### src/rtl/lsu_pkg.sv
// Shared encodings, byte-select constants, FSM states and request metadata for the load/store unit.
package lsu_pkg;

  localparam logic [1:0] SIZE_B = 2'b00;
  localparam logic [1:0] SIZE_H = 2'b01;
  localparam logic [1:0] SIZE_W = 2'b10;
  localparam logic [1:0] SIZE_X = 2'b11;

  localparam logic [3:0] SEL_NONE = 4'b0000;
  localparam logic [3:0] SEL_B    = 4'b0001;
  localparam logic [3:0] SEL_HLO  = 4'b0011;
  localparam logic [3:0] SEL_HHI  = 4'b1100;
  localparam logic [3:0] SEL_W    = 4'b1111;

  typedef enum logic [1:0] {
    ST_IDLE = 2'd0,
    ST_BUS  = 2'd1,
    ST_RESP = 2'd2
  } state_t;

  typedef struct packed {
    logic [1:0] size;
    logic       uns;
    logic [1:0] lane;
  } meta_t;

  function automatic logic is_misaligned(input logic [1:0] size, input logic [1:0] lane);
    return ((size == SIZE_H) && lane[0]) || ((size == SIZE_W) && (lane != 2'b00));
  endfunction

endpackage

### src/rtl/lsu_align.sv
// lsu_align: byte selects and store-lane replication from size/addr, plus load-lane extract and extend.
// Latency: purely combinational.
// Backpressure: none; outputs follow inputs.
module lsu_align
  import lsu_pkg::*;
(
  input  logic [1:0]  size_i,
  input  logic [1:0]  lane_i,
  input  logic [31:0] wdata_i,
  input  logic        uns_i,
  input  logic [31:0] rdata_i,
  output logic [3:0]  sel_o,
  output logic [31:0] wdat_o,
  output logic [31:0] rdata_o
);

  logic [7:0]  byte_v;
  logic [15:0] half_v;

  always_comb begin
    byte_v  = rdata_i[{lane_i, 3'b000} +: 8];
    half_v  = lane_i[1] ? rdata_i[31:16] : rdata_i[15:0];
    sel_o   = SEL_NONE;
    wdat_o  = wdata_i;
    rdata_o = '0;
    case (size_i)
      SIZE_B: begin
        sel_o   = SEL_B << lane_i;
        wdat_o  = {4{wdata_i[7:0]}};
        rdata_o = uns_i ? {24'b0, byte_v} : {{24{byte_v[7]}}, byte_v};
      end
      SIZE_H: begin
        sel_o   = lane_i[1] ? SEL_HHI : SEL_HLO;
        wdat_o  = {2{wdata_i[15:0]}};
        rdata_o = uns_i ? {16'b0, half_v} : {{16{half_v[15]}}, half_v};
      end
      SIZE_W: begin
        sel_o   = SEL_W;
        rdata_o = rdata_i;
      end
      default: begin
        sel_o = SEL_NONE;
      end
    endcase
  end

endmodule

### src/rtl/lsu.sv
// lsu: byte/half/word accesses -> held word-aligned bus requests; optional bus timeout via LSU_TIMEOUT_EN.
// Latency: bus request one cycle after acceptance, response one cycle after ack/err; faults respond next cycle.
// Backpressure: req_ready_o only in IDLE; the request is held until the bridge acks or errors.
module lsu
  import lsu_pkg::*;
#(
  parameter int unsigned TIMEOUT_CYCLES = 255
) (
  input  logic        clk_i,
  input  logic        rst_i,
  input  logic        req_valid_i,
  input  logic        req_we_i,
  input  logic [1:0]  req_size_i,
  input  logic        req_unsigned_i,
  input  logic [31:0] req_addr_i,
  input  logic [31:0] req_wdata_i,
  output logic        req_ready_o,
  output logic        stall_o,
  output logic        rsp_valid_o,
  output logic [31:0] rsp_rdata_o,
  output logic        rsp_err_o,
  output logic        rsp_misalign_o,
  output logic [31:0] wbm_addr_o,
  output logic [31:0] wbm_dat_o,
  output logic [3:0]  wbm_sel_o,
  output logic        wbm_we_o,
  output logic        wbm_re_o,
  input  logic [31:0] wbm_dat_i,
  input  logic        wbm_ack_i,
  input  logic        wbm_err_i
);

  state_t      state_q, state_d;
  meta_t       meta_q, meta_d;
  logic [31:0] wbm_addr_q, wbm_addr_d;
  logic [31:0] wbm_dat_q, wbm_dat_d;
  logic [3:0]  wbm_sel_q, wbm_sel_d;
  logic        wbm_we_q, wbm_we_d;
  logic        wbm_re_q, wbm_re_d;
  logic [31:0] rsp_rdata_q, rsp_rdata_d;
  logic        rsp_err_q, rsp_err_d;
  logic        rsp_misalign_q, rsp_misalign_d;

  logic        accept, misalign, illegal, tmo_expire;
  logic [1:0]  al_size, al_lane;
  logic        al_uns;
  logic [3:0]  al_sel;
  logic [31:0] al_wdat, al_rdata;

`ifdef LSU_TIMEOUT_EN
  localparam int unsigned CNT_W = (TIMEOUT_CYCLES > 255) ? $clog2(TIMEOUT_CYCLES + 1) : 8;
  logic [CNT_W-1:0] tmo_q, tmo_d;

  // Counter sits at zero outside BUS, so it is clear on every entry.
  always_comb begin
    tmo_d      = (state_q == ST_BUS) ? tmo_q + CNT_W'(1) : '0;
    tmo_expire = (state_q == ST_BUS) && (tmo_q == CNT_W'(TIMEOUT_CYCLES - 1));
  end

  always_ff @(posedge clk_i or posedge rst_i) begin
    if (rst_i) tmo_q <= '0;
    else       tmo_q <= tmo_d;
  end
`else
  logic [31:0] unused_timeout_cycles;
  assign unused_timeout_cycles = TIMEOUT_CYCLES;
  assign tmo_expire = 1'b0;
`endif

  assign accept   = req_valid_i && (state_q == ST_IDLE);
  assign misalign = is_misaligned(req_size_i, req_addr_i[1:0]);
  assign illegal  = (req_size_i == SIZE_X);

  // One lane unit serves both directions: request fields while idle, stored metadata otherwise.
  always_comb begin
    al_size = (state_q == ST_IDLE) ? req_size_i      : meta_q.size;
    al_lane = (state_q == ST_IDLE) ? req_addr_i[1:0] : meta_q.lane;
    al_uns  = meta_q.uns;
  end

  lsu_align u_align (
    .size_i  (al_size),
    .lane_i  (al_lane),
    .wdata_i (req_wdata_i),
    .uns_i   (al_uns),
    .rdata_i (wbm_dat_i),
    .sel_o   (al_sel),
    .wdat_o  (al_wdat),
    .rdata_o (al_rdata)
  );

  always_ff @(posedge clk_i or posedge rst_i) begin
    if (rst_i) begin
      state_q        <= ST_IDLE;
      meta_q         <= '0;
      wbm_addr_q     <= '0;
      wbm_dat_q      <= '0;
      wbm_sel_q      <= '0;
      wbm_we_q       <= 1'b0;
      wbm_re_q       <= 1'b0;
      rsp_rdata_q    <= '0;
      rsp_err_q      <= 1'b0;
      rsp_misalign_q <= 1'b0;
    end else begin
      state_q        <= state_d;
      meta_q         <= meta_d;
      wbm_addr_q     <= wbm_addr_d;
      wbm_dat_q      <= wbm_dat_d;
      wbm_sel_q      <= wbm_sel_d;
      wbm_we_q       <= wbm_we_d;
      wbm_re_q       <= wbm_re_d;
      rsp_rdata_q    <= rsp_rdata_d;
      rsp_err_q      <= rsp_err_d;
      rsp_misalign_q <= rsp_misalign_d;
    end
  end

  always_comb begin
    state_d = state_q;
    case (state_q)
      ST_IDLE: if (accept) state_d = (illegal || misalign) ? ST_RESP : ST_BUS;
      ST_BUS:  if (wbm_err_i || wbm_ack_i || tmo_expire) state_d = ST_RESP;
      ST_RESP: state_d = ST_IDLE;
      default: state_d = ST_IDLE;
    endcase
  end

  always_comb begin
    meta_d         = meta_q;
    wbm_addr_d     = wbm_addr_q;
    wbm_dat_d      = wbm_dat_q;
    wbm_sel_d      = wbm_sel_q;
    wbm_we_d       = wbm_we_q;
    wbm_re_d       = wbm_re_q;
    rsp_rdata_d    = rsp_rdata_q;
    rsp_err_d      = rsp_err_q;
    rsp_misalign_d = rsp_misalign_q;
    case (state_q)
      ST_IDLE: begin
        if (accept) begin
          if (illegal || misalign) begin
            rsp_rdata_d    = '0;
            rsp_err_d      = illegal;
            rsp_misalign_d = !illegal;
          end else begin
            meta_d     = '{size: req_size_i, uns: req_unsigned_i, lane: req_addr_i[1:0]};
            wbm_addr_d = {req_addr_i[31:2], 2'b00};
            wbm_dat_d  = req_we_i ? al_wdat : '0;
            wbm_sel_d  = al_sel;
            wbm_we_d   = req_we_i;
            wbm_re_d   = !req_we_i;
          end
        end
      end
      ST_BUS: begin
        if (wbm_err_i || wbm_ack_i || tmo_expire) begin
          wbm_we_d       = 1'b0;
          wbm_re_d       = 1'b0;
          rsp_misalign_d = 1'b0;
          // Error beats a simultaneous ack; ack beats an expiring timeout.
          rsp_err_d      = wbm_err_i || !wbm_ack_i;
          rsp_rdata_d    = (wbm_err_i || !wbm_ack_i || wbm_we_q) ? '0 : al_rdata;
        end
      end
      default: begin
        wbm_we_d = wbm_we_q;
      end
    endcase
  end

  always_comb begin
    req_ready_o    = (state_q == ST_IDLE);
    stall_o        = (state_q != ST_IDLE);
    rsp_valid_o    = (state_q == ST_RESP);
    rsp_rdata_o    = rsp_rdata_q;
    rsp_err_o      = rsp_err_q;
    rsp_misalign_o = rsp_misalign_q;
    wbm_addr_o     = wbm_addr_q;
    wbm_dat_o      = wbm_dat_q;
    wbm_sel_o      = wbm_sel_q;
    wbm_we_o       = wbm_we_q;
    wbm_re_o       = wbm_re_q;
  end

endmodule

### config.mk
export PLATFORM = sky130hd
export DESIGN_NAME = lsu
export DESIGN_NICKNAME = d
export VERILOG_FILES = /design/src/rtl/lsu_pkg.sv /design/src/rtl/lsu_align.sv /design/src/rtl/lsu.sv
export SDC_FILE = /design/constraint.sdc
export NUM_CORES = 1
export LEC_CHECK = 0
export ABC_AREA = 0
export BUFFER_PORTS_ARGS = -buffer_cell sky130_fd_sc_hd__buf_2
export CAP_MARGIN = 20
export CORE_MARGIN = 1.5
export CORE_UTILIZATION = 49
export DETAILED_ROUTE_END_ITERATION = 16
export PLACE_DENSITY = 0.81
export SLEW_MARGIN = 20
export SYNTH_ARGS = -nofsm -noshare
export SYNTH_HDL_FRONTEND = slang
export SYNTH_SLANG_ARGS = --single-unit
### constraint.sdc
create_clock -name clk_i -period 3.3 [get_ports clk_i]
set_input_delay 0.165 -clock clk_i [delete_from_list [all_inputs] [get_ports clk_i]]
set_output_delay 0.165 -clock clk_i [all_outputs]
set_load 0.01 [all_outputs]
==> results.md, run 1 <==
- The run finished with clean final reports.
- The slowest stage of the critical path is the or4_1 cell.
- The cell count after synthesis is 546.
- The worst hold path was traced through 3 stages.
- The post-CTS repair timing setup buffer count is 0.
- The netlist area before placement is 5220 sq um.
- The largest area contributor in the netlist is dfrtp_1.
- The length in cells of the worst reg-to-reg path is 6.
- The worst path setup slack after routing is 0.423 ns.
- The critical path startpoint category is a register.
- The data arrival time of the critical path is 3.18 ns.
- The die footprint is 11300 sq um.
- Sequential cells burn 45.5% of the power.
- For the worst setup path, the data required time is 3.60 ns.
- The critical path class is register to register.
- The half-perimeter wire length of the detailed placement result is 11300 um.
- The achievable frequency is 348 MHz.
- The CTS root buffer is clkbuf_8.
- For the final routed database, the setup TNS stands at 0 ns.
- The vias after detailed routing is 5112.
- During synthesis, Yosys emitted a total of 0 warnings.
- In this run, the number of DRC markers left after iteration 0 of detailed routing was 394.
- The number of antenna violations at the first check in global routing is 1.
- In this run the most used layer during global routing was met2.
- For met3 alone, demand over resource in global routing was 6.99%.
- Summed over all layers, the routed wires come to 16000 um.
- CTS built an H-tree with a depth of 3.
- The global-route met2 utilization is 48.3%.
- The synthesized design devotes to its leading area cell type 52.3% of total area.
- The clock net in this run drives a total of 109 sinks.
- The first-pass GRT wire length is 25600 um.
- The area of the core is 10300 sq um.
- The initial core utilization is 50.6%.
- The share of final-layout standard cells stronger than drive strength 1 is 33.2%.
- The floorplan has 37 rows.
- Combinational cells account for 34.8% of the total power.
- The endpoint of the lowest-slack register-to-register path is rsp_rdata_o[9].
- The startpoint of the tightest hold check path is req_addr_i[2].
- The clock passes through at most 2 buffers.
- The number of I/O pins is 212.
- The worst setup path is captured at a register.
- The clock network accounts for 19.7% of the total power.
- In the routed layout, each cell is associated on average with a via count of 5.64.
- TritonCTS created 9 clock buffers.
- Compared with the post-synthesis result, the final layout area differs by 30.8%.
- In this run the worst setup path begins at state_q[1].
- Summing the areas of all compound-gate instances in the mapped netlist gives 18.1% of the synthesized area.
- Measured against its own limit, the worst slew margin works out to 35.5%.
- The clock edge transition at the registers on the reported setup and hold paths is 0.09 ns.
- Synthesis instantiated 56 different standard cells from the library.
- The count of max-cap constraint violations is 0.
- For met1 alone, demand over resource in global routing was 36.2%.
- The synthesized design contains 0 enable-type register cells.
- The count of nets left with antenna violations after detail routing is 0.
- The clock insertion delay at the later pin of the skew report is 0.37 ns.
- The endpoint of the worst hold-timing path is wbm_addr_o[2].
- The width of the die is 106 um.
- In the final routed layout, each cell accounts on average for 17.7 um.
- The most common library cell in the layout ignoring fill and taps is buf_2.
- The final routed DRC violation total is 0.
- The number of failing hold endpoints at the final stage is 0.
- After Yosys synthesis, full adders, half adders and majority gates account for 0% of the synthesized area.
- The launching point of the worst reg2reg path is state_q[1].
- After synthesis, the largest family of logic cells by area is simple AND/OR/NAND/NOR gates.
- Counting I/O delays and the setup requirement, the final critical path takes 2.88 ns.
- The count of TritonRoute iterations in the first routing pass is 5.
- The top cell types in the final layout, fill and taps aside, are buf_2, nand2_1, dfrtp_1, o21ai_0, dlygate4sd3_1.
- The power dissipated by switching net loads is 1.52 mW.
- Clock skew on the completed layout was measured at 0.0145 ns.
- The reported leakage power is 3.81 nW.
- At the end of routability-driven placement, the weighted congestion stood at 0.881.
- By area the synthesized netlist is led by dfrtp_1, nand2_1, mux2i_1.
- The mean instance size in the synthesized netlist is 9.56 sq um.
- The all-layer global routing usage is 29.0%.
- The fraction of synthesized area in multiplexers is 5.23%.
- In this run switching power makes up 36.6% of total power.
- Setup repair after global routing left no endpoint under its margin.
- The proportion of synthesized flip-flops having asynchronous set or reset is 100%.
- The design draws 4.15 mW.
- The peak supply drop is 0.000306 V.
- The critical-path maximum fanout is 17.
- The ratio of total power to cell area is 608 nW/um^2.
- Global routing finished with a remaining overflow of 0.
- The largest incremental delay on the critical path is 0.71 ns.
- Walking the worst path, the cells encountered are or2_1 > inv_4 > o31a_1 > or3_1 > or4_1 > nand3_1.
- The tightest min-delay check is of the input pin to register type.
- The total of flip-flops plus latches after synthesis is 109.
- Of the total synthesized cell area, the portion taken by AND, OR, NAND and NOR gates is 20.0%.
- The number of port buffers is 209.
- The pin slew with the least headroom to its limit is 0.962 ns.
- The setup check on the worst reg-to-reg path leaves a slack of 0.42 ns.
- Before CTS, the worst setup slack after placement is 0.481 ns.
- In the final design database the tool counted 870 nets.
- Of the total synthesized cell area, the portion taken by XOR and XNOR cells is 0%.
- The number of pins exceeding their max-slew limit in the final report is 0.
- The most frequently used flop master after synthesis is dfrtp_1.
- The CTS tree is built.
- The number of antenna diodes in the final layout is 0.
- The portion of the clock cycle consumed by the worst path in the final layout is 87.2%.
- Setup violations remaining at the end of the flow were counted as 0.
- Measured on the finished design, the core utilization comes to 66.1%.
- The floorplan step set the die height to 106 um.
- Entering global routing, the biggest net connects 52 pins.
- The share of synthesized area occupied by flip-flops and latches is 52.3%.
- The via count of the first global-routing pass is 5144.
- The internal power component is 2.63 mW.
==> registers in the layout, summed over array words and instances, names as in the netlist <==
| name | count |
|---|---|
| rsp_rdata_o | 32 |
| wbm_dat_o | 32 |
| wbm_addr_o | 30 |
| meta_q | 4 |
| wbm_sel_o | 4 |
| state_q | 2 |
| al_uns | 1 |
| rsp_err_o | 1 |
| rsp_misalign_o | 1 |
| wbm_re_o | 1 |
| wbm_we_o | 1 |
==> logic make-up after synthesis <==
group / Yosys count
flops: 109
other cells: 1
mux: 27
buf+inv: 49
simple gates: 238
compound gates: 122
==> synth_stat cells, types with 9 or more instances <==
| cell | number |
|---|---|
| o31ai_1 | 10 |
| mux2i_1 | 25 |
| o21ai_0 | 29 |
| clkbuf_1 | 28 |
| nand2_1 | 159 |
| and3_1 | 9 |
| nor2_1 | 16 |
| nand3_1 | 23 |
| dfrtp_1 | 109 |
| a221o_2 | 10 |
| a22o_1 | 9 |
==> what timing repair did <==
item / 4_1_cts / 5_1_grt
gates resized for setup: 0 / 0
hold buffers: 28 / 1
hold endpoints to repair: 76 / 1
==> power by group through the flow <==
stage / combinational [mW] / clock [mW] / sequential (mW)
2_1_floorplan: 0.694 / 0 / 2.01
3_3_place_gp: 1.37 / 0 / 1.89
3_5_place_dp: 1.41 / 0 / 1.90
4_1_cts: 1.44 / 0.825 / 1.89
5_1_grt: 1.59 / 0.881 / 1.94
6_report: 1.45 / 0.816 / 1.89
==> worst max-delay path: cells and delay by family, from the launching register on <==
family                 cells  cell delay [ns]
DFF                        1             0.64
and+or+nand+nor            4             1.75
buffers and inverters      1             0.13
AOI/OAI and AO/OA          1             0.30
==> worst max-delay path by stage <==
stage,to,slack [ns],cells after the start
6_report,rsp_rdata_o[9],0.42,6
5_1_grt,rsp_rdata_o[13],0.26,6
4_1_cts,rsp_rdata_o[13],0.45,6
3_5_place_dp,rsp_rdata_o[12],0.48,6
3_3_place_gp,rsp_rdata_o[11],0.57,6
2_1_floorplan,al_uns,0.26,1
==> layout make-up <==
type | instances | area, sq um
clock buffers | 13 | 149
clock inverters | 3 | 45.0
fillers | 820 | 3500
inverters | 9 | 38.8
multi-input cells | 389 | 2290
flip-flops and latches | 109 | 2730
well taps | 136 | 170
repair buffers | 247 | 1400
==> routing by layer <==
metal  up-vias  wire length [um]
li1       2346                 -
met5         -                14
met4         2               437
met3        43              1420
met2       279              7750
met1      2442              6380
==> stage by stage <==
step           hold slack, ns  cell area, sq um  cells
2_1_floorplan           0.270              5220    547
3_3_place_gp            0.283              6340    861
3_5_place_dp            0.290              6340    861
4_1_cts               0.00361              6820    905
5_1_grt                0.0155              6830    906
6_report               0.0173              6830    906
Note: power is estimated with default switching activity, not from simulation.
==> inputs of run 2 (changes only) <==
--- a/config.mk
+++ b/config.mk
@@ -11,7 +11,7 @@
 export CORE_MARGIN = 1.5
 export CORE_UTILIZATION = 49
 export DETAILED_ROUTE_END_ITERATION = 16
-export PLACE_DENSITY = 0.81
+export PLACE_DENSITY = 0.89
 export SLEW_MARGIN = 20
 export SYNTH_ARGS = -nofsm -noshare
 export SYNTH_HDL_FRONTEND = slang
==> run 2 against run 1 <==
Compared with the run above:
- the flow now finishes with violations (hold timing)
- first-iteration DRC count up 11%
- sequential cell count is the same
- register-to-register slack got worse by 0.23 ns
- critical endpoint is now rsp_rdata_o[24]
- largest cell class unchanged
==> results.md, run 2 (synthesized netlist as in run 1, its figures left out) <==
- The first-pass GRT wire length came to 25800 um (+0.54%).
- The worst hold path belongs to the class input pin to asynchronous set/reset pin.
- The die footprint is 11300 sq um (unchanged).
- The initial core utilization is 50.6% (unchanged).
- The count of nets left with antenna violations after detail routing is 0 (unchanged).
- The required time at the worst-slack endpoint came to 3.60 ns (about the same).
- The largest incremental delay on the critical path is 0.97 ns (+0.26 ns).
- The kind of end point of the critical path is a register.
- The total routed wirelength came to 16600 um (+3.5%).
- The reported leakage power is 3.82 nW (+0.28%).
- The clock insertion delay at the later pin of the skew report was 0.37 ns (about the same).
- The total number of nets in the final design is 870 (unchanged).
- The vias after detailed routing is 5210 (+1.9%).
- The half-perimeter wire length of the detailed placement result is 11200 um (-0.52%).
- The ratio of total power to cell area is 611 nW/um^2 (+0.46%).
- The layout overhead on the synthesized area is 31.0%.
- The number of failing hold endpoints at the final stage is 36 (+36).
- The portion of the clock cycle consumed by the worst path in the final layout was 94.2% (+7.1 points).
- The number of I/O pins is 212 (unchanged).
- The checks that failed: hold timing.
- The worst setup path is of the register to register kind.
- The achievable frequency is 322 MHz (-7.5%).
- The maximum buffer depth of the clock tree is 2 (unchanged).
- The number of antenna violations at the first check in global routing was 0 (-1).
- The width of the die is 106 um (unchanged).
- The length in cells of the worst reg-to-reg path is 6 (unchanged).
- The critical path buffer and inverter count is 1 (unchanged).
- The final global-route overflow total was 0 (unchanged).
- The largest individual stage delay along the critical path comes from the cell o41ai_4.
- The chip height is 106 um (unchanged).
- Clock tree synthesis selected as its root buffer the cell clkbuf_8.
- The time the final worst path needs with I/O delays and setup was 3.11 ns (+0.233 ns).
- The via count of the first global-routing pass is 5046 (-1.9%).
- The critical-path maximum fanout is 16 (-1).
- The pin slew with the least headroom to its limit was 1.01 ns (+0.0452 ns).
- The post-CTS repair timing setup buffer count is 0 (unchanged).
- The number of failing setup endpoints in the final timing report was 0 (unchanged).
- Leaving out fill and tap cells, the most frequent cell in the layout is buf_2.
- Leaving out fill and tap cells, the most frequent cells in the layout are buf_2, nand2_1, dfrtp_1, o21ai_0, dlygate4sd3_1.
- The worst hold margin is -0.0180 ns (-0.0353 ns).
- The number of pins exceeding their max-slew limit in the final report is 0 (unchanged).
- The data arrival time of the critical path is 3.41 ns (+0.23 ns).
- The peak supply drop came to 0.000349 V (+14%).
- The largest net degree at the start of global routing is 72 (+38%).
- The CTS sink count is 109 (unchanged).
- The number of gates resized after CTS is 0 (unchanged).
- The wire length per cell was 18.3 um (+3.7%).
- Setup repair after global routing left no endpoint under its margin.
- The count of max-cap constraint violations is 0 (unchanged).
- The site row count was 37 (unchanged).
- TritonCTS built the clock tree.
- The share of final-layout standard cells stronger than drive strength 1 is 33.6% (+0.30 points).
- The clock edge transition at the registers on the reported setup and hold paths came to 0.11 ns (+0.02 ns).
- The critical path startpoint category is a register.
- The routability-driven placement congestion ratio is 0.879 (-0.26%).
- The diode insertion count for antenna repair came to 0 (unchanged).
- The signal on the critical path passes through or2_1 > inv_4 > o31a_1 > or3_1 > o41ai_4 > a221o_2.
- The accumulated negative setup slack is 0 ns (unchanged).
- The count of TritonRoute iterations in the first routing pass is 5 (unchanged).
- The reg2reg setup slack was 0.19 ns (-0.23 ns).
- The worst register-to-register path begins at state_q[1].
- The endpoint identified for the worst register-to-register timing path is rsp_rdata_o[24].
- In this design, the largest share of critical-path delay is due to compound AO/OA/AOI/OAI gates.
- The run finished, with violations left.
- The number of filler cells placed in the layout is 796 (-2.9%).
- The number of port buffers is 209 (unchanged).
- The via-per-instance ratio is 5.76 (+2.0%).
- The total number of H-tree levels is 3 (unchanged).
- The clock tree skew after final layout was 0.0118 ns (-0.00273 ns).
- The normalized max-slew margin was 32.6% (-2.9 points).
- The DRC violation total after the first TritonRoute iteration is 439 (+11%).
- The area of the core is 10300 sq um (unchanged).
- The all-layer global routing usage is 29.4% (+0.42 points).
- The total clock buffers created by CTS came to 9 (unchanged).
- The final routed DRC violation total is 0 (unchanged).
-- run 2: changes by cell type in the layout (fill, tap and decap cells not counted) --
| cell | previous run | this run |
|---|---|---|
| nor3_1 | 2 | 3 |
| o21a_2 | 0 | 1 |
| clkinv_2 | 0 | 1 |
| inv_6 | 0 | 1 |
| nor3_2 | 1 | 0 |
| buf_4 | 9 | 8 |
| clkbuf_1 | 3 | 0 |
| o21a_1 | 3 | 2 |
| buf_12 | 0 | 1 |
-- run 2: layout make-up --
class / count / area, sq um / area share, %
Clock inverter: 5 / 58.8 / 0.860
Inverter: 9 / 38.8 / 0.567
Timing Repair Buffer: 247 / 1420 / 20.7
Sequential cell: 109 / 2730 / 39.9
Tap cell: 136 / 170 / 2.49
Clock buffer: 10 / 138 / 2.01
Multi-Input combinational cell: 389 / 2290 / 33.5
-- run 2: worst register-to-register path: stages (launching register included) --
cell and delay (ns):
dfrtp_1 0.49, or2_1 0.35, inv_4 0.14, o31a_1 0.32
or3_1 0.53, o41ai_4 0.97, a221o_2 0.25
-- run 2: what timing repair did --
| item | in CTS | in global routing |
|---|---|---|
| endpoints found under the setup margin | 0 | 0 |
| hold endpoints to repair | 29 | 0 |
| hold buffers | 29 | 0 |
-- run 2: report_power, final --
group,internal (mW),switching [mW]
Clock,0.369,0.456
Combinational,0.602,0.869
Sequential,1.66,0.220
-- run 2: how the worst max path moves through the flow --
| stage | depth (start not counted) | start | endpoint |
|---|---|---|---|
| final | 6 | state_q[1] | rsp_rdata_o[24] |
| after global routing | 6 | state_q[1] | rsp_rdata_o[24] |
| after detailed placement | 6 | state_q[1] | rsp_rdata_o[17] |
| after global placement | 6 | state_q[1] | rsp_rdata_o[25] |
| after CTS | 6 | state_q[1] | rsp_rdata_o[17] |
| after floorplan | 1 | rst_i | al_uns |
-- run 2: stage by stage --
| step | utilization (%) | cells | setup WS [ns] | total power [mW] | cell area [sq um] |
|---|---|---|---|---|---|
| 6_report | 66.2 | 905 | 0.190 | 4.18 | 6840 |
| 5_1_grt | 66.2 | 905 | 0.0593 | 4.42 | 6840 |
| 4_1_cts | 66.2 | 905 | 0.235 | 4.17 | 6840 |
| 3_5_place_dp | 61.5 | 861 | 0.241 | 3.32 | 6350 |
| 3_3_place_gp | 61.5 | 861 | 0.418 | 3.27 | 6350 |
| 2_1_floorplan | - | 547 | 0.261 | 2.71 | 5220 |
-- run 2: per-layer routing --
layer / part of all wire, % / vias up / wire (um) / track usage [%]
met1: 39 / 2522 / 6440 / 37.1
met5: 0 / - / 0 / 0
li1: - / 2348 / - / -
met4: 2.9 / 0 / 484 / 11.0
met2: 48 / 303 / 7990 / 49.0
met3: 10 / 37 / 1660 / 7.23
